File: config.mk
export PLATFORM = sky130hd
export DESIGN_NAME = lbc_lbus_resp
export DESIGN_NICKNAME = d
export VERILOG_FILES = /design/src/rtl/lbc_lbus_resp_pkg.sv /design/src/rtl/lbc_tgl_sync.sv /design/src/rtl/lbc_lbus_resp.sv
export SDC_FILE = /design/constraint.sdc
export NUM_CORES = 1
export LEC_CHECK = 0
export CORE_ASPECT_RATIO = 1.4
export CORE_MARGIN = 4
export CORE_UTILIZATION = 45
export CTS_CLUSTER_DIAMETER = 100
export CTS_CLUSTER_SIZE = 30
export DETAILED_ROUTE_END_ITERATION = 8
export PLACE_DENSITY = 0.72
export SLEW_MARGIN = 25
export SYNTH_ARGS = -nofsm -noshare
export SYNTH_HDL_FRONTEND = slang
export SYNTH_SLANG_ARGS = --single-unit
File: constraint.sdc
create_clock -name SYSCLK -period 2.2 [get_ports SYSCLK]
set_clock_uncertainty 0.1 [all_clocks]
set_input_delay 0.44 -clock SYSCLK [delete_from_list [all_inputs] [get_ports SYSCLK]]
set_output_delay 0.44 -clock SYSCLK [all_outputs]
set_load 0.05 [all_outputs]
File: src/rtl/lbc_lbus_resp_pkg.sv
// Shared constants for the LBC local-bus responder: source-select bit indices,
// beat-counter width and FSM state encodings.
package lbc_lbus_resp_pkg;

  localparam int unsigned NSEL_DEF = 4;
  localparam int unsigned BEAT_W   = 4;

  localparam int unsigned SRC_EJ = 0;
  localparam int unsigned SRC_I  = 1;
  localparam int unsigned SRC_DR = 2;
  localparam int unsigned SRC_DW = 3;

  typedef enum logic [2:0] {
    ST_IDLE    = 3'd0,
    ST_LATCH   = 3'd1,
    ST_REQ     = 3'd2,
    ST_WAITACK = 3'd3,
    ST_DONE    = 3'd4
  } state_e;

endpackage

File: src/rtl/lbc_tgl_sync.sv
// Go detector for the CBUS handshake: 2-flop synchroniser with toggle-edge
// detection (async mode) or a level handshake gated by busy/ack (sync mode).
module lbc_tgl_sync (
  input  logic clk,
  input  logic rst,
  input  logic sync_mode,
  input  logic cgo,
  input  logic busy,
  input  logic ack,
  output logic go_c
);

  logic sync1_q, sync1_d;
  logic sync2_q, sync2_d;
  logic prev_q, prev_d;
  logic ack_pend_q, ack_pend_d;

  always_comb begin
    sync1_d    = cgo;
    sync2_d    = sync1_q;
    prev_d     = sync2_q;
    ack_pend_d = ack_pend_q;
    // One transfer per high phase: block re-triggering until go is seen low.
    if (ack) begin
      ack_pend_d = 1'b1;
    end else if (!cgo) begin
      ack_pend_d = 1'b0;
    end
    go_c = sync_mode ? (cgo & ~busy & ~ack_pend_q) : (sync2_q ^ prev_q);
  end

  always_ff @(posedge clk or posedge rst) begin
    if (rst) begin
      sync1_q    <= 1'b0;
      sync2_q    <= 1'b0;
      prev_q     <= 1'b0;
      ack_pend_q <= 1'b0;
    end else begin
      sync1_q    <= sync1_d;
      sync2_q    <= sync2_d;
      prev_q     <= prev_d;
      ack_pend_q <= ack_pend_d;
    end
  end

endmodule

File: src/rtl/lbc_lbus_resp.sv
// LBC go/ack responder: runs the selected local-bus transfer and returns a
// one-cycle ack. Optional WAITACK watchdog enabled by LBC_LBUS_TIMEOUT_EN.
module lbc_lbus_resp
  import lbc_lbus_resp_pkg::*;
#(
  parameter int unsigned NSEL   = NSEL_DEF,
  parameter int unsigned IBURST = 4,
  parameter int unsigned TMO_W  = 8
) (
  input  logic            SYSCLK,
  input  logic            RESET_D1_R,
  input  logic            LBCSYNCMODE,
  input  logic            LC_CGO,
  input  logic [NSEL-1:0] LC_CQSEL,
  input  logic            EJ_DMARW,
  input  logic            LL_BACK,
  input  logic            LL_BERR,
  output logic            LD_BREQ,
  output logic            LD_BRW,
  output logic [NSEL-1:0] LD_BSRC,
  output logic [3:0]      LD_BEAT,
  output logic            LD_MEJDEST,
  output logic            LDN_CGOACK_R,
  output logic            LD_BERR_R,
  output logic            LD_BUSY
);

  localparam logic [BEAT_W-1:0] BURST_LAST = BEAT_W'(IBURST - 1);

  if (IBURST < 1 || IBURST > 16 || TMO_W < 1 || NSEL < 4) begin : g_param_chk
    $error("lbc_lbus_resp: illegal parameter value");
  end

  state_e            state_q, state_d;
  logic [NSEL-1:0]   sel_q, sel_d;
  logic              dmarw_q, dmarw_d;
  logic              brw_q, brw_d;
  logic              mej_q, mej_d;
  logic              breq_q, breq_d;
  logic              ack_q, ack_d;
  logic              berr_q, berr_d;
  logic              busy_q, busy_d;
  logic              pend_q, pend_d;
  logic [BEAT_W-1:0] beat_q, beat_d;
  logic [BEAT_W-1:0] limit_q, limit_d;
  logic              go_c;
  logic              sel_ok_c;
`ifdef LBC_LBUS_TIMEOUT_EN
  logic [TMO_W-1:0]  tmo_q, tmo_d;
`endif

  lbc_tgl_sync u_tgl_sync (
    .clk       (SYSCLK),
    .rst       (RESET_D1_R),
    .sync_mode (LBCSYNCMODE),
    .cgo       (LC_CGO),
    .busy      (busy_q),
    .ack       (ack_q),
    .go_c      (go_c)
  );

  assign sel_ok_c = (sel_q != '0) && ((sel_q & (sel_q - NSEL'(1))) == '0);

  always_comb begin
    state_d = state_q;
    sel_d   = sel_q;
    dmarw_d = dmarw_q;
    brw_d   = brw_q;
    mej_d   = mej_q;
    berr_d  = berr_q;
    pend_d  = pend_q;
    beat_d  = beat_q;
    limit_d = limit_q;
`ifdef LBC_LBUS_TIMEOUT_EN
    tmo_d   = tmo_q;
`endif
    // Async toggles arriving mid-transfer are remembered once and replayed.
    if (go_c && !LBCSYNCMODE && (state_q != ST_IDLE)) begin
      pend_d = 1'b1;
    end

    unique case (state_q)
      ST_IDLE: begin
        if (go_c || pend_q) begin
          sel_d   = LC_CQSEL;
          dmarw_d = EJ_DMARW;
          berr_d  = 1'b0;
          pend_d  = 1'b0;
          state_d = ST_LATCH;
        end
      end
      ST_LATCH: begin
        if (!sel_ok_c) begin
          berr_d  = 1'b1;
          state_d = ST_DONE;
        end else begin
          brw_d   = sel_q[SRC_I] | sel_q[SRC_DR] | (sel_q[SRC_EJ] & dmarw_q);
          mej_d   = sel_q[SRC_EJ];
          beat_d  = '0;
          limit_d = sel_q[SRC_I] ? BURST_LAST : '0;
          state_d = ST_REQ;
        end
      end
      ST_REQ: begin
`ifdef LBC_LBUS_TIMEOUT_EN
        tmo_d   = '0;
`endif
        state_d = ST_WAITACK;
      end
      ST_WAITACK: begin
        if (LL_BACK) begin
          berr_d = berr_q | LL_BERR;
`ifdef LBC_LBUS_TIMEOUT_EN
          tmo_d  = '0;
`endif
          if ((beat_q == limit_q) || LL_BERR) begin
            state_d = ST_DONE;
          end else begin
            beat_d = beat_q + BEAT_W'(1);
          end
        end
`ifdef LBC_LBUS_TIMEOUT_EN
        else if (&tmo_q) begin
          berr_d  = 1'b1;
          state_d = ST_DONE;
        end else begin
          tmo_d = tmo_q + TMO_W'(1);
        end
`endif
      end
      ST_DONE: begin
        mej_d   = 1'b0;
        state_d = ST_IDLE;
      end
      default: state_d = ST_IDLE;
    endcase

    // Outputs are registered copies of what the next state implies.
    breq_d = (state_d == ST_REQ) || (state_d == ST_WAITACK);
    ack_d  = (state_d == ST_DONE);
    busy_d = (state_d != ST_IDLE);
  end

  always_ff @(posedge SYSCLK or posedge RESET_D1_R) begin
    if (RESET_D1_R) begin
      state_q <= ST_IDLE;
      sel_q   <= '0;
      dmarw_q <= 1'b0;
      brw_q   <= 1'b0;
      mej_q   <= 1'b0;
      breq_q  <= 1'b0;
      ack_q   <= 1'b0;
      berr_q  <= 1'b0;
      busy_q  <= 1'b0;
      pend_q  <= 1'b0;
      beat_q  <= '0;
      limit_q <= '0;
`ifdef LBC_LBUS_TIMEOUT_EN
      tmo_q   <= '0;
`endif
    end else begin
      state_q <= state_d;
      sel_q   <= sel_d;
      dmarw_q <= dmarw_d;
      brw_q   <= brw_d;
      mej_q   <= mej_d;
      breq_q  <= breq_d;
      ack_q   <= ack_d;
      berr_q  <= berr_d;
      busy_q  <= busy_d;
      pend_q  <= pend_d;
      beat_q  <= beat_d;
      limit_q <= limit_d;
`ifdef LBC_LBUS_TIMEOUT_EN
      tmo_q   <= tmo_d;
`endif
    end
  end

  assign LD_BREQ      = breq_q;
  assign LD_BRW       = brw_q;
  assign LD_BSRC      = sel_q;
  assign LD_BEAT      = beat_q;
  assign LD_MEJDEST   = mej_q;
  assign LDN_CGOACK_R = ack_q;
  assign LD_BERR_R    = berr_q;
  assign LD_BUSY      = busy_q;

endmodule

* After elaboration in Yosys (flattened, before gate mapping)
Index checks and enable logic that the tools add are counted.
** Storage, ports and cells
- Output and inout port bits :: 14
- Word-level logic and storage cells :: 84
- Register bits :: 27
** Operators by class
- Muxes and demuxes :: 22
- Equality and inequality tests :: 14
- Reductions and logical operators :: 20
- Bitwise logic cells :: 10
- $add $sub $neg :: 2
** Operator list (number)
- equality test 3 x 2 -> 1 bit (second input constant) :: 4
- two-way mux 3 bit :: 4
- two-way mux 4 bit :: 3
- one-hot mux 3 bit (4 select lines) :: 1
- two-way mux 1 bit :: 10
- != test 2 bit (second input constant) :: 5
- nonzero test 3 bit :: 3
- one-hot mux 4 bit (2 select lines) :: 1
- AND reduction 4 bit :: 2
- equality test 3 bit (second input constant) :: 2
- AND reduction 2 bit :: 3
- adder 4 x 1 -> 4 bit (second input constant) :: 1
- AND 4 bit :: 1
- equality test 4 bit :: 1
- logical NOT 4 bit :: 1
- nonzero test 2 bit :: 2
- nonzero test 4 bit :: 1
- subtractor 4 x 1 -> 4 bit (second input constant) :: 1
- AND 1 bit :: 3
- equality test 3 x 1 -> 1 bit (second input constant) :: 1
- logical AND 1 bit :: 3
- logical NOT 3 bit :: 1
- logical OR 1 bit :: 3
- bitwise OR 1 bit :: 3
- other kinds (7) :: 8

* Depth between registers and ports, before layout
Gate-level depths: netlist of the first run.
- Depth after elaboration :: 9
- Mapped depth :: 6
- Depth with buffers taken out :: 5

* Cells and area by module
Synthesis of the first run repeated with hierarchy kept, for this count alone.
** Second synthesis, totals
- Cells, all modules :: 111
- Area total of the unflattened synthesis :: 1196.1 sq um
** By module, submodules not included
- lbc_lbus_resp :: area an instance 1059.8 sq um, seq. area each 500.5 sq um, cells an instance 102, times used 1
- lbc_tgl_sync :: area an instance 136.4 sq um, seq. area each 100.1 sq um, cells an instance 9, times used 1

* Least setup slack after synthesis of the first run
Ideal clock, no wire load.
- Path type :: reg-to-reg
- From :: register sel_q[1], in the netlist LD_BSRC[1]
- To :: register beat_q[2], in the netlist LD_BEAT[2]
- Period minus slack after synthesis :: 2.028 ns
- Path buffers :: 0
- Data required time :: 2.033 ns
- Slack :: 0.172 ns
- Stages on the path, launching flop included :: 6
- Arrival :: 1.861 ns
- Cells stage by stage :: dfrtp_1 -> or2_4 -> mux2i_1 -> o211ai_2 -> or4b_1 -> nand2_1
** On the way
- Word-level cells in the longest chain between the ends :: 6
- Elaborated cells between the ends (all ways) :: 7
- Classes of those cells :: 1 x add/sub; 1 x eq/ne; 1 x bitwise; 4 x reduce/logical
** RTL lines
- start: declaration :: line lbc_lbus_resp.sv:35 : logic [NSEL-1:0] sel_q, sel_d;
- start signal: assignment :: line lbc_lbus_resp.sv:163 : sel_q <= sel_d;
- subtractor 4 x 1 -> 4 bit :: line lbc_lbus_resp.sv:62 : assign sel_ok_c = (sel_q != '0) && ((sel_q & (sel_q - NSEL'(1))) == '0);
- AND 4 bit :: line lbc_lbus_resp.sv:62
- logical NOT 4 bit :: line lbc_lbus_resp.sv:62
- logical AND 1 bit * :: line lbc_lbus_resp.sv:62
- != test 2 bit (no source line) *
- AND reduction 4 bit (no source line) *
- end signal: assignment :: line lbc_lbus_resp.sv:172 : beat_q <= beat_d;
- end: declaration :: line lbc_lbus_resp.sv:44 : logic [BEAT_W-1:0] beat_q, beat_d;
Every way passes the cells marked *; elsewhere a longest branch is shown, timed or not.
A chain may end at the register's enable or synchronous reset.

* Worst setup path after layout of the first run
- From :: register beat_q[1], in the netlist LD_BEAT[1]
- To :: output port LD_BEAT[1]
** RTL lines
- end: declaration :: line lbc_lbus_resp.sv:21 : output logic [3:0] LD_BEAT,
No word-level cell between the ends.

==> flow_summary_export.csv, run 1 <==
group,metric,value,unit
die,rows,21,
yosys,synth_area_per_cell,10.4,µm²
grt,grt_pass1_vias,941,
yosys,synthTopCellsByCount,"dfrtp_1 (24), inv_1 (10), a21oi_1 (8), nand2_1 (8), o21ai_0 (6)",
setup_path,crit_required,1.66,ns
cts,cts_resized,0,
yosys,yosysTopAreaCellShare,0.522,
yosys,synthArstFlopShare,1.00,
cts,path_clk_slew,0.12,ns
placement,pre_cts_ws,0.0787,ns
yosys,synth_area,0.00115,mm²
setup_path,r2r_slack,0.29,ns
placement,gp_congestion,0.798,
die,die_w,50.7,µm
yosys,syn_nets,123,
die,start_util,0.476,
yosys,yosysTopAreaCell,"dfrtp_1",
timing,clock.fmax,467,MHz
drt,first_iter_violations,34,
cts,clock-root-buffer,"clkbuf_4",
timing,post-route-min-period,2.14,ns
pwr,comb_power_share,0.578,
final_layout,nNetsFinal,153,
setup_path,end_kind,"primary output",
yosys,yosys-top-cells-area,"dfrtp_1 (52%), mux2_2 (3.9%), a21oi_1 (3.5%), inv_1 (3.3%), mux2i_1 (2.6%)",
placement,hpwl,1810,µm
die,core_area,0.00242,mm²
setup_path,cp_max_fo,6,
pwr,p_clk_frac,0.081,
timing,setup_viol,0,
pwr,peakVddDrop,1.20,mV
cts,htree_levels,1,
grt,antenna_found_initial,0,
grt,track_usage,0.164,
placement,port_buffers,24,
timing,rsz0062_at_grt,"false",
setup_path,cp-start-kind,"flop",
die,die_h,67.8,µm
timing,relSlewSlack,0.659,
drt,drc_errors,0,
grt,grt_overflow,0,
run,drv_cap,0,
final_layout,nFillCells,234,
pwr,fin_total_pwr,2.26,mW
final_layout,n_antenna_cell,0,
cts,numClockSinks,24,
yosys,yosysMostFrequentCell,"dfrtp_1",
setup_path,critPathKind,"flop to primary output",
final_layout,drive_gt1_frac,0.101,
cts,holdBufCountCts,0,
pwr,swShare,0.481,
pwr,total_leakage_power,0.691,nW
cts,cts_tree,"built",
pwr,power_frac_seq,0.341,
drt,wl,2370,µm
timing,report.final.slew_viol_count,0,
setup_path,worst_path_largest_cell_delay,0.84,ns
cts,cts_buffers,3,
grt,grt_max_degree,25,
drt,vias,906,
pwr,p_sw,1.09,mW
setup_path,crit_chain,"clkdlybuf4s50_1",
cts,clockBufferDepth,2,
final_layout,synthToLayoutAreaGrowth,28.0,%
yosys,synth_edf_count,0,
yosys,yosysSeqAreaShare,0.522,
timing,worst_pin_slew,0.510,ns
setup_path,critPathTopFamily,"buffers and inverters",
drt,routed_via_density,5.24,
setup_path,worst_path_max_delay_cell,"clkdlybuf4s50_1",
setup_path,crit_buf_inv,1,
timing,hold_violations,0,
die,dieArea,0.00344,mm²
cts,insertion_delay,0.30,ns
yosys,synth_ff_type,"dfrtp_1",
timing,setup_ws,0.0602,ns
die,ios,25,
pwr,cellInternalPower,1.17,mW
yosys,syn_inst,111,
drt,dr.pass1.iters,4,
drt,ant_nets,0,
pwr,power_density,1530,mW/mm²
setup_path,cp_data_arrival_time,1.60,ns
min_path,hold_path_class,"flop to flop",
timing,min_period_over_period,0.973,
cts,cts_setup_buffers,0,
yosys,ys_ff_latch,24,
timing,fin_setup_tns,0,ns
grt,grt_pass1_wl,4320,µm
yosys,yosys_warnings,0,
yosys,yosysUniqueCellTypes,37,
status,status,"finished, final reports clean",
drt,avgRoutedWirePerCell,13.7,µm
logic make-up after synthesis:
group	count (synthesis)	share of synthesized area
AND/OR/NAND/NOR	33	0.154
buffers and inverters	12	0.0413
XOR/XNOR	2	0.0152
AO/OA/AOI/OAI	31	0.182
multiplexers	8	0.0750
adder cells (fa/ha/maj)	1	0.0109
flip-flops	24	0.522
layout by cell type, fill, tap and decap left out, types with 2 or more instances in the layout:
| master | netlist | final |
|---|---|---|
| inv_1 | 10 | 10 |
| dlymetal6s2s_1 | 0 | 3 |
| a21oi_1 | 8 | 8 |
| nand2b_1 | 2 | 2 |
| nor2_1 | 5 | 5 |
| o22ai_1 | 2 | 2 |
| nand2_1 | 8 | 8 |
| and3_1 | 2 | 2 |
| mux2_2 | 4 | 4 |
| clkdlybuf4s50_1 | 0 | 20 |
| a21o_1 | 2 | 2 |
| nor3_1 | 4 | 4 |
| clkbuf_4 | 0 | 3 |
| nand3_1 | 5 | 5 |
| o211ai_1 | 3 | 3 |
| mux2i_1 | 3 | 3 |
| dfrtp_1 | 24 | 24 |
| o21ai_0 | 6 | 6 |
| buf_4 | 0 | 4 |
power by group through the flow:
stage	clock network (mW)	logic (mW)	registers, mW
floorplan	0	0.614	1.09
global placement	0	1.29	0.771
detailed placement	0	1.32	0.777
CTS	0.198	1.32	0.771
global route	0.216	1.42	0.804
finish	0.184	1.30	0.768
worst reg2reg max path: stages, from the launching register on:
cell and delay (ns):
dfrtp_1 0.44, or2_4 0.28, o21ai_0 0.34, o211ai_2 0.29, mux2_1 0.37
metal layers:
metal  routed length (µm)  up-vias  GRT usage
li1                     -      452          -
met1                 1030      430      0.200
met2                 1230       22      0.288
met3                   86        2     0.0218
met4                   21        0     0.0774
met5                    0        -          0
through the flow:
stage               utilization  instances  instance area (µm²)  hold WS [ns]
detailed placement        0.597        170                 1440         0.262
CTS                       0.607        173                 1470         0.303
finish                    0.610        173                 1470         0.276
floorplan                     -        111                 1150         0.231
global placement          0.597        170                 1440         0.265
global route              0.610        173                 1470         0.307
registers in the layout (all words and copies together) (netlist names):
register / count
LD_BEAT: 4
LD_BSRC: 4
state_q: 3
LDN_CGOACK_R: 1
LD_BERR_R: 1
LD_BREQ: 1
LD_BRW: 1
LD_BUSY: 1
LD_MEJDEST: 1
dmarw_q: 1
limit_q: 1
pend_q: 1
u_tgl_sync.ack_pend_q: 1
u_tgl_sync.prev_d: 1
u_tgl_sync.prev_q: 1
u_tgl_sync.sync1_q: 1
path summary, 6_finish.rpt:
kind / from / endpoint / cells after the start
max reg2reg: LD_BSRC[1] / limit_q[0] / 4
min: u_tgl_sync.sync1_q / u_tgl_sync.prev_d / 0
min in group asynchronous: RESET_D1_R / state_q[2] / 3
max: LD_BEAT[1] / LD_BEAT[1] / 1
max in group asynchronous: RESET_D1_R / LD_BSRC[3] / 3
min reg2reg: u_tgl_sync.sync1_q / u_tgl_sync.prev_d / 0
cell type report:
cell class                 instances  area [µm²]  area share
sequential                        24         601       0.407
multi-input combinational         75         503       0.341
timing repair buffer              27         268       0.182
tap                               34        42.5      0.0289
inverter                          10        37.5      0.0255
clock buffer                       3        22.5      0.0153
(Power assumes the default switching activity.)
==> run 2, diff against run 1 <==
- CORE_UTILIZATION: 45 -> 49
- PLACE_DENSITY: 0.72 -> 0.89
==> run 2 against run 1 <==
Combinational power hardly changed. Sequential power grew 3.5%. Setup slack worse by 0.033 ns. Hold slack gained 0.026 ns. Total power rose by 6.0%. Critical path depth unchanged. Non-clock buffer count down 1. Via count rose by 7.6%. Fmax decreased by 1.5%. First-iteration DRC count decreased by 29%. Sequential cell count did not move. Global-route usage grew 0.10 points. Critical endpoint unchanged. Critical path type unchanged.
==> flow_summary_export.csv, run 2 (same netlist as run 1, synthesis figures left out) <==
group,metric,value,unit
die,ios,25,
setup_path,crit_required,1.66,ns
die,die_w,49.0,µm
final_layout,stdcell_area,0.00148,mm²
cts,cts_resized,1,
timing,fin_setup_tns,0,ns
die,rows,20,
timing,report.final.slew_viol_count,0,
pwr,total_leakage_power,0.691,nW
drt,first_iter_violations,24,
pwr,comb_power_share,0.536,
min_path,hold_path_class,"flop to flop",
timing,hold_violations,0,
final_layout,final_common_cell,"dfrtp_1",
setup_path,critPathTopFamily,"buffers and inverters",
pwr,peakVddDrop,0.979,mV
cts,insertion_delay,0.32,ns
final_layout,final_cells,161,
pwr,power_frac_seq,0.332,
cts,cts_setup_buffers,0,
timing,clock.fmax,460,MHz
cts,cts_tree,"built",
final_layout,mostFrequentLayoutCells,"dfrtp_1 (24), clkdlybuf4s50_1 (21), inv_1 (10)",
placement,placed_area,0.00142,mm²
drt,dr.pass1.iters,4,
timing,worst_pin_slew,0.504,ns
setup_path,cp_max_fo,6,
drt,avgRoutedWirePerCell,15.1,µm
grt,grt_overflow,0,
setup_path,crit_buf_inv,1,
cts,cts_buffers,3,
placement,gp_congestion,0.766,
timing,fin_worst_hold_slack,0.302,ns
die,core_area,0.00220,mm²
timing,setup_viol,0,
final_layout,synthToLayoutAreaGrowth,28.6,%
timing,relSlewSlack,0.663,
final_layout,nNetsFinal,152,
drt,ant_nets,0,
final_layout,drive_gt1_frac,0.0935,
timing,rsz0062_at_grt,"false",
placement,port_buffers,24,
cts,numClockSinks,24,
setup_path,crit_chain,"clkdlybuf4s50_1",
timing,min_period_over_period,0.988,
final_layout,n_antenna_cell,0,
pwr,cellInternalPower,1.28,mW
setup_path,worst_path_largest_cell_delay,0.84,ns
pwr,fin_total_pwr,2.39,mW
run,drv_cap,0,
die,start_util,0.523,
die,die_h,65.4,µm
drt,routed_via_density,6.06,
pwr,p_sw,1.11,mW
timing,post-route-min-period,2.17,ns
cts,htree_levels,1,
setup_path,cp_data_arrival_time,1.63,ns
placement,hpwl,1930,µm
drt,wl,2440,µm
setup_path,worst_path_max_delay_cell,"clkdlybuf4s50_1",
setup_path,critPathKind,"flop to primary output",
grt,track_usage,0.165,
cts,path_clk_slew,0.13,ns
pwr,p_clk_frac,0.131,
drt,vias,975,
die,dieArea,0.00320,mm²
grt,grt_max_degree,25,
pwr,power_density,1620,mW/mm²
status,status,"finished, final reports clean",
placement,dp_cells,157,
grt,antenna_found_initial,0,
pwr,swShare,0.463,
setup_path,cp-start-kind,"flop",
cts,clock-root-buffer,"clkbuf_4",
cts,clockBufferDepth,2,
cts,holdBufCountCts,0,
drt,drc_errors,0,
grt,grt_pass1_wl,4230,µm
setup_path,end_kind,"primary output",
grt,grt_pass1_vias,1001,
==> run 2: worst paths after layout <==
check / from / end / slack, ns / cells after the start
max: LD_BEAT[1] / LD_BEAT[1] / 0.03 / 1
min: u_tgl_sync.sync1_q / u_tgl_sync.prev_d / 0.30 / 0
max reg2reg: LD_BSRC[1] / limit_q[0] / 0.24 / 4
min reg2reg: u_tgl_sync.sync1_q / u_tgl_sync.prev_d / 0.30 / 0
max in group asynchronous: RESET_D1_R / LD_BSRC[0] / 1.42 / 3
min in group asynchronous: RESET_D1_R / u_tgl_sync.sync1_q / 0.35 / 3
==> run 2: power by group through the flow <==
stage | clock network [mW] | registers, mW | logic, mW
CTS | 0.321 | 0.792 | 1.29
detailed placement | 0 | 0.799 | 1.30
global placement | 0 | 0.791 | 1.25
global route | 0.336 | 0.828 | 1.38
finish | 0.314 | 0.795 | 1.28
floorplan | 0 | 1.09 | 0.614
==> run 2: cell type report <==
cell class                 count  area, µm²
timing repair buffer          26        259
multi-input combinational     75        503
tap                           22       27.5
clock inverter                 1       30.0
clock buffer                   3       22.5
fill                         181        722
inverter                      10       37.5
sequential                    24        601
==> run 2: per-layer routing <==
layer | vias to the layer above | global-route usage | share of wire
met3 | 6 | 0.0408 | 0.066
met1 | 475 | 0.187 | 0.37
li1 | 453 | - | -
met5 | - | 0 | 0
met4 | 0 | 0.0572 | 0.017
met2 | 41 | 0.299 | 0.54
==> run 2: through the flow <==
stage | utilization | setup WS [ns]
after CTS | 0.670 | 0.0156
after floorplan | - | 0.172
final | 0.672 | 0.0271
after global placement | 0.647 | 0.121
after detailed placement | 0.647 | 0.00717
after global routing | 0.672 | 0.00807
==> RTL change 1 (config.mk and constraints of run 2) <==
Add a define of `LBC_LBUS_TIMEOUT_EN`.
--- a/src/rtl/lbc_lbus_resp.sv
+++ b/src/rtl/lbc_lbus_resp.sv
@@ -1,5 +1,7 @@
 // LBC go/ack responder: runs the selected local-bus transfer and returns a
 // one-cycle ack. Optional WAITACK watchdog enabled by LBC_LBUS_TIMEOUT_EN.
+`define LBC_LBUS_TIMEOUT_EN
+
 module lbc_lbus_resp
   import lbc_lbus_resp_pkg::*;
 #(
Check against the original RTL: same outputs for any inputs over 10 cycles, from zero or initial values and one cycle with RESET_D1_R high; that may be too few to reach the edited logic, so the function may still have changed.
==> RTL change 1 against run 2 <==
Critical path depth did not move. Sequential cell count rose by 8. Wire length rose by 54%. Global-route usage rose by 2.6 points. Total power rose by 26%. Clock power rose by 47%. Largest power group unchanged. Worst setup slack improved by 0.060 ns. Critical endpoint unchanged. First-iteration DRC count rose by 67%. Sequential power rose by 31%. Final area rose by 37%. Highest routed layer unchanged. Synthesized area rose by 42%.
==> RTL change 1: results <==
global_route:
  groute.usage.overall: 0.192
  wire_length_of_the_first_global_routing_pass_mm: 6.42
  vias_in_the_first_global_route: 1404
  initial_antenna_violation_count: 0
  largest_net_degree_at_the_start_of_global_routing: 33
power_and_ir_drop:
  leakage_uw: 0.000905
  vdd.ir_drop.worst_v: 0.000896
route:
  detail-route-antenna-nets: 0
  drt-wirelength-per-cell_um: 16.6
  detailedRoute.firstPassIterationCount: 4
  dr.first_iter.drc_count: 40
  vias_per_cell: 5.99
clock_tree:
  post-cts-setup-buffer-count: 0
  clk_pin_slew_worst_paths_ns: 0.06
  clock_path_buffers: 2
  cts_root_buffer: "sky130_fd_sc_hd__clkbuf_8"
  htree_num_levels: 2
  tritoncts_buffer_count: 5
  clock_insertion_delay_worst_skew_ns: 0.28
logic_synthesis:
  synthDistinctLibCells: 48
  yosys-top-cells-count: "32 x sky130_fd_sc_hd__dfrtp_1, 11 x sky130_fd_sc_hd__nand2_1, 10 x sky130_fd_sc_hd__nor2_1"
  ys_seq_area_frac: 0.489
  synth_nets: 169
  main_flop_type_after_synthesis: "sky130_fd_sc_hd__dfrtp_1"
  ys.warnings.count: 0
  synth_async_sr_flop_share: 1.00
  main_area_contributors_after_synthesis: "sky130_fd_sc_hd__dfrtp_1 49%, sky130_fd_sc_hd__mux2_1 3.4%, sky130_fd_sc_hd__nand2_1 2.5%"
  synthesis.area_per_instance_um2: 10.5
final_layout:
  fill_cells: 249
  drive_above_1_share: 0.107
  largest_register_ffs: 8
  count_of_inserted_antenna_diode_cells: 0
  nets: 199
  area_taken_by_flip_flops_and_latches_um2: 801
  largest_register: "tmo_q"
sta:
  worst_pin_slew_ns: 0.618
  hold-worst-slack_ns: 0.263
placement:
  detailed_place.area_mm2: 0.00193
  pre_cts_ws_ns: -0.135
  hpwl_mm: 2.81
  place.gp.congestion: 0.871
  port_buffers: 24
worst_setup_path:
  arrival_ns: 1.57
  rr_endpoint: "state_q[0]"
  r2r_start: "state_q[1]"
  top_delay_family_on_crit_path: "buffers and inverters"
  r2r.worst_path.cells: 4
  critical_path_s_largest_stage_delay_ns: 0.84
  crit_path_max_fanout: 7
  worst-r2r-setup-slack_ns: 0.27
  cp_slowest_cell: "sky130_fd_sc_hd__clkdlybuf4s50_1"
status:
  outcome: "completed"
hold_path:
  hold-path-endpoint: "u_tgl_sync.prev_d"
  hold_start: "u_tgl_sync.sync1_q"
  hold_class: "register to register"
  min_path_cells: 0
## RTL change 1: cell count changes after synthesis, moves of 4 or more
cell,delta
sky130_fd_sc_hd__mux2_1,+4
sky130_fd_sc_hd__nand4_1,+6
sky130_fd_sc_hd__dfrtp_1,+8
sky130_fd_sc_hd__nor2_1,+5
sky130_fd_sc_hd__a31oi_1,+5
sky130_fd_sc_hd__o21ai_1,+4
## RTL change 1: cells by family after synthesis
| family | synth area share |
|---|---|
| AND/OR/NAND/NOR | 0.187 |
| AO/OA/AOI/OAI | 0.203 |
| flip-flops | 0.489 |
| buffers and inverters | 0.0313 |
| multiplexers | 0.0634 |
| XOR/XNOR | 0.0107 |
| adder cells (fa/ha/maj) | 0.0153 |
## RTL change 1: timing repair
item / CTS / global route
resized for setup: 0 / 1
endpoints found under the setup margin: 0 / 1
endpoints found under the hold margin: 0 / 0
hold buffers: 0 / 0
## RTL change 1: area by class of cell
cell class / instances / share of cell area
Clock buffer: 8 / 0.0445
Sequential cell: 32 / 0.396
Inverter: 8 / 0.0148
Timing Repair Buffer: 28 / 0.133
Multi-Input combinational cell: 111 / 0.388
Tap cell: 39 / 0.0241
## RTL change 1: power by group
group	switching, uW	internal [uW]
combinational	911	602
sequential	254	784
clock	206	255
total	1370	1640
## RTL change 1: layer usage
metal | vias up | wire (um) | GRT usage
met2 | 35 | 2050 | 0.339
met1 | 668 | 1410 | 0.200
met4 | 0 | 103 | 0.104
li1 | 638 | - | -
met3 | 12 | 182 | 0.0508
met5 | - | 0 | 0
## RTL change 1: through the flow
stage	std cells	setup TNS [ns]
floorplan	156	0
global placement	218	-0.475
detailed placement	218	-0.629
CTS	226	0
global route	226	0
finish	226	0
## RTL change 1: how the worst max path moves through the flow
stage / startpoint / endpoint / slack, ns / depth (start not counted)
2_1_floorplan: LD_BSRC[1] / limit_q[0] / 0.22 / 4
3_3_place_gp: LBCSYNCMODE / dmarw_q / -0.1 / 5
3_5_place_dp: LBCSYNCMODE / LD_BSRC[0] / -0.14 / 5
4_1_cts: LD_BEAT[0] / LD_BEAT[0] / 0.04 / 1
5_1_grt: LD_BEAT[1] / LD_BEAT[1] / 0.009 / 1
6_report: LD_BEAT[1] / LD_BEAT[1] / 0.09 / 1
==> RTL change 2 (settings of run 2) <==
Without the edit above. Register the input `LBCSYNCMODE` before use, without a reset. The logic sees it one clock later. The other inputs are not delayed to match.
--- a/src/rtl/lbc_lbus_resp.sv
+++ b/src/rtl/lbc_lbus_resp.sv
@@ -27,6 +27,12 @@
 
   localparam logic [BEAT_W-1:0] BURST_LAST = BEAT_W'(IBURST - 1);
 
+  logic LBCSYNCMODE_q;
+
+  always_ff @(posedge SYSCLK) begin
+    LBCSYNCMODE_q <= LBCSYNCMODE;
+  end
+
   if (IBURST < 1 || IBURST > 16 || TMO_W < 1 || NSEL < 4) begin : g_param_chk
     $error("lbc_lbus_resp: illegal parameter value");
   end
@@ -52,7 +58,7 @@
   lbc_tgl_sync u_tgl_sync (
     .clk       (SYSCLK),
     .rst       (RESET_D1_R),
-    .sync_mode (LBCSYNCMODE),
+    .sync_mode (LBCSYNCMODE_q),
     .cgo       (LC_CGO),
     .busy      (busy_q),
     .ack       (ack_q),
@@ -75,7 +81,7 @@
     tmo_d   = tmo_q;
 `endif
     // Async toggles arriving mid-transfer are remembered once and replayed.
-    if (go_c && !LBCSYNCMODE && (state_q != ST_IDLE)) begin
+    if (go_c && !LBCSYNCMODE_q && (state_q != ST_IDLE)) begin
       pend_d = 1'b1;
     end
 
Formal check against the unedited RTL: not equivalent (a bounded check fails within 4 cycles, from zero or initial values and one cycle with RESET_D1_R high).
==> RTL change 2 against run 2 <==
Via count fell by 13%. Non-clock buffer count down 1. Cell count decreased by 9.3%. Worst setup slack better by 0.065 ns. Synthesized cell count decreased by 13%. Wire length decreased by 2.3%. Worst hold slack worse by 0.028 ns. Total power fell by 2.3%. Final area decreased by 3.5%. Sequential cell count up 1. Count of clock-buffer cells in the layout stayed put. Synthesized area decreased by 2.1%. Largest cell class unchanged. Highest routed layer unchanged.
==> RTL change 2: results <==
clock_tree:
  cts_root_buffer: "sky130_fd_sc_hd__clkbuf_4"
  htree_num_levels: 1
  clk_pin_slew_worst_paths_ns: 0.14
  post-cts-setup-buffer-count: 0
  clock_path_buffers: 2
  clock_insertion_delay_worst_skew_ns: 0.33
  tritoncts_buffer_count: 3
logic_synthesis:
  synth.largest_area_cell: "sky130_fd_sc_hd__dfrtp_1"
  synthDistinctLibCells: 41
  synth_async_sr_flop_share: 0.960
  ys_seq_area_frac: 0.550
  ys.warnings.count: 0
  main_area_contributors_after_synthesis: "sky130_fd_sc_hd__dfrtp_1 53%, sky130_fd_sc_hd__mux2_2 6.0%, sky130_fd_sc_hd__nor2_1 2.7%"
  synth_nets: 109
  yosys-top-cells-count: "24 x sky130_fd_sc_hd__dfrtp_1, 8 x sky130_fd_sc_hd__nor2_1, 7 x sky130_fd_sc_hd__inv_1"
route:
  vias: 849
  dr.first_iter.drc_count: 28
  detailedRoute.firstPassIterationCount: 4
  wirelength_mm: 2.38
final_layout:
  nets: 137
  fill_cells: 169
  drive_above_1_share: 0.145
  count_of_inserted_antenna_diode_cells: 0
placement:
  port_buffers: 24
  hpwl_mm: 1.76
  place.gp.congestion: 0.832
global_route:
  wire_length_of_the_first_global_routing_pass_mm: 4.21
  groute.usage.overall: 0.176
  vias_in_the_first_global_route: 908
  initial_antenna_violation_count: 0
  largest_net_degree_at_the_start_of_global_routing: 25
worst_setup_path:
  crit_path_max_fanout: 3
  arrival_ns: 1.57
  critical_path_s_largest_stage_delay_ns: 0.82
  cp_slowest_cell: "sky130_fd_sc_hd__clkdlybuf4s50_1"
  top_delay_family_on_crit_path: "buffers and inverters"
  worst-r2r-setup-slack_ns: 0.13
status:
  outcome: "completed"
hold_path:
  hold_class: "register to register"
power_and_ir_drop:
  vdd.ir_drop.worst_v: 0.000958
  leakage_uw: 0.000659
sta:
  slew-limit-headroom: 0.634
## RTL change 2: cell types whose count changed in the layout (fill, tap and decap cells not counted), moves of 3 or more
cell                              delta
sky130_fd_sc_hd__clkdlybuf4s50_1     -3
sky130_fd_sc_hd__a21oi_1             -6
sky130_fd_sc_hd__nor2_1              +3
sky130_fd_sc_hd__o21ai_0             -3
sky130_fd_sc_hd__nand2_1             -4
sky130_fd_sc_hd__inv_1               -3
## RTL change 2: kinds of logic after synthesis
| family | count (synthesis) | synth area share |
|---|---|---|
| AOI/OAI and AO/OA | 22 | 0.168 |
| buffers and inverters | 9 | 0.0300 |
| DFF | 25 | 0.551 |
| adders and majority gates | 1 | 0.0111 |
| and+or+nand+nor | 29 | 0.141 |
| muxes | 7 | 0.0688 |
| xor gates and xnor gates | 4 | 0.0311 |
## RTL change 2: what timing repair did
| action | CTS | global route |
|---|---|---|
| cloned | 0 | 0 |
| pin swaps | 0 | 0 |
| endpoints found under the setup margin | 3 | 3 |
| hold endpoints to repair | 0 | 0 |
| resized for setup | 3 | 3 |
## RTL change 2: path summary, 6_finish.rpt
path,from,depth (start not counted),end
min reg2reg,u_tgl_sync.sync1_q,0,u_tgl_sync.prev_d
max in group asynchronous,RESET_D1_R,3,LD_BEAT[1]
max,LD_BEAT[3],1,LD_BEAT[3]
min,u_tgl_sync.sync1_q,0,u_tgl_sync.prev_d
max reg2reg,LD_BSRC[0],5,limit_q[0]
min in group asynchronous,RESET_D1_R,3,state_q[0]
## RTL change 2: layout make-up
type	instances	area, um^2	share of cell area
tap	22	27.5	0.0193
clock inverter	1	7.51	0.00525
clock buffer	3	22.5	0.0158
inverter	7	26.3	0.0184
multi-input combinational	63	473	0.331
timing repair buffer	25	251	0.176
sequential	25	621	0.434
## RTL change 2: per-stage QoR
stage	instances	instance area (um^2)	setup WS [ns]	util	hold WS, ns
3_5_place_dp	142	1400	-0.00734	0.641	0.247
4_1_cts	146	1420	0.00375	0.653	0.278
5_1_grt	146	1430	0.0263	0.656	0.299
6_report	146	1430	0.0917	0.656	0.274
3_3_place_gp	142	1400	0.0643	0.641	0.237
2_1_floorplan	97	1130	0.0522	-	0.231
## RTL change 2: metal layers
layer | wire length, um | global-route usage | vias to the layer above
met5 | 0 | 0 | -
met4 | 91 | 0.121 | 0
met3 | 122 | 0.0391 | 7
met2 | 1220 | 0.291 | 33
met1 | 943 | 0.198 | 405
li1 | - | - | 404
## RTL change 2: where the power goes
part / switching [uW] / internal [uW]
sequential: 197 / 633
clock: 144 / 69.9
combinational: 806 / 487
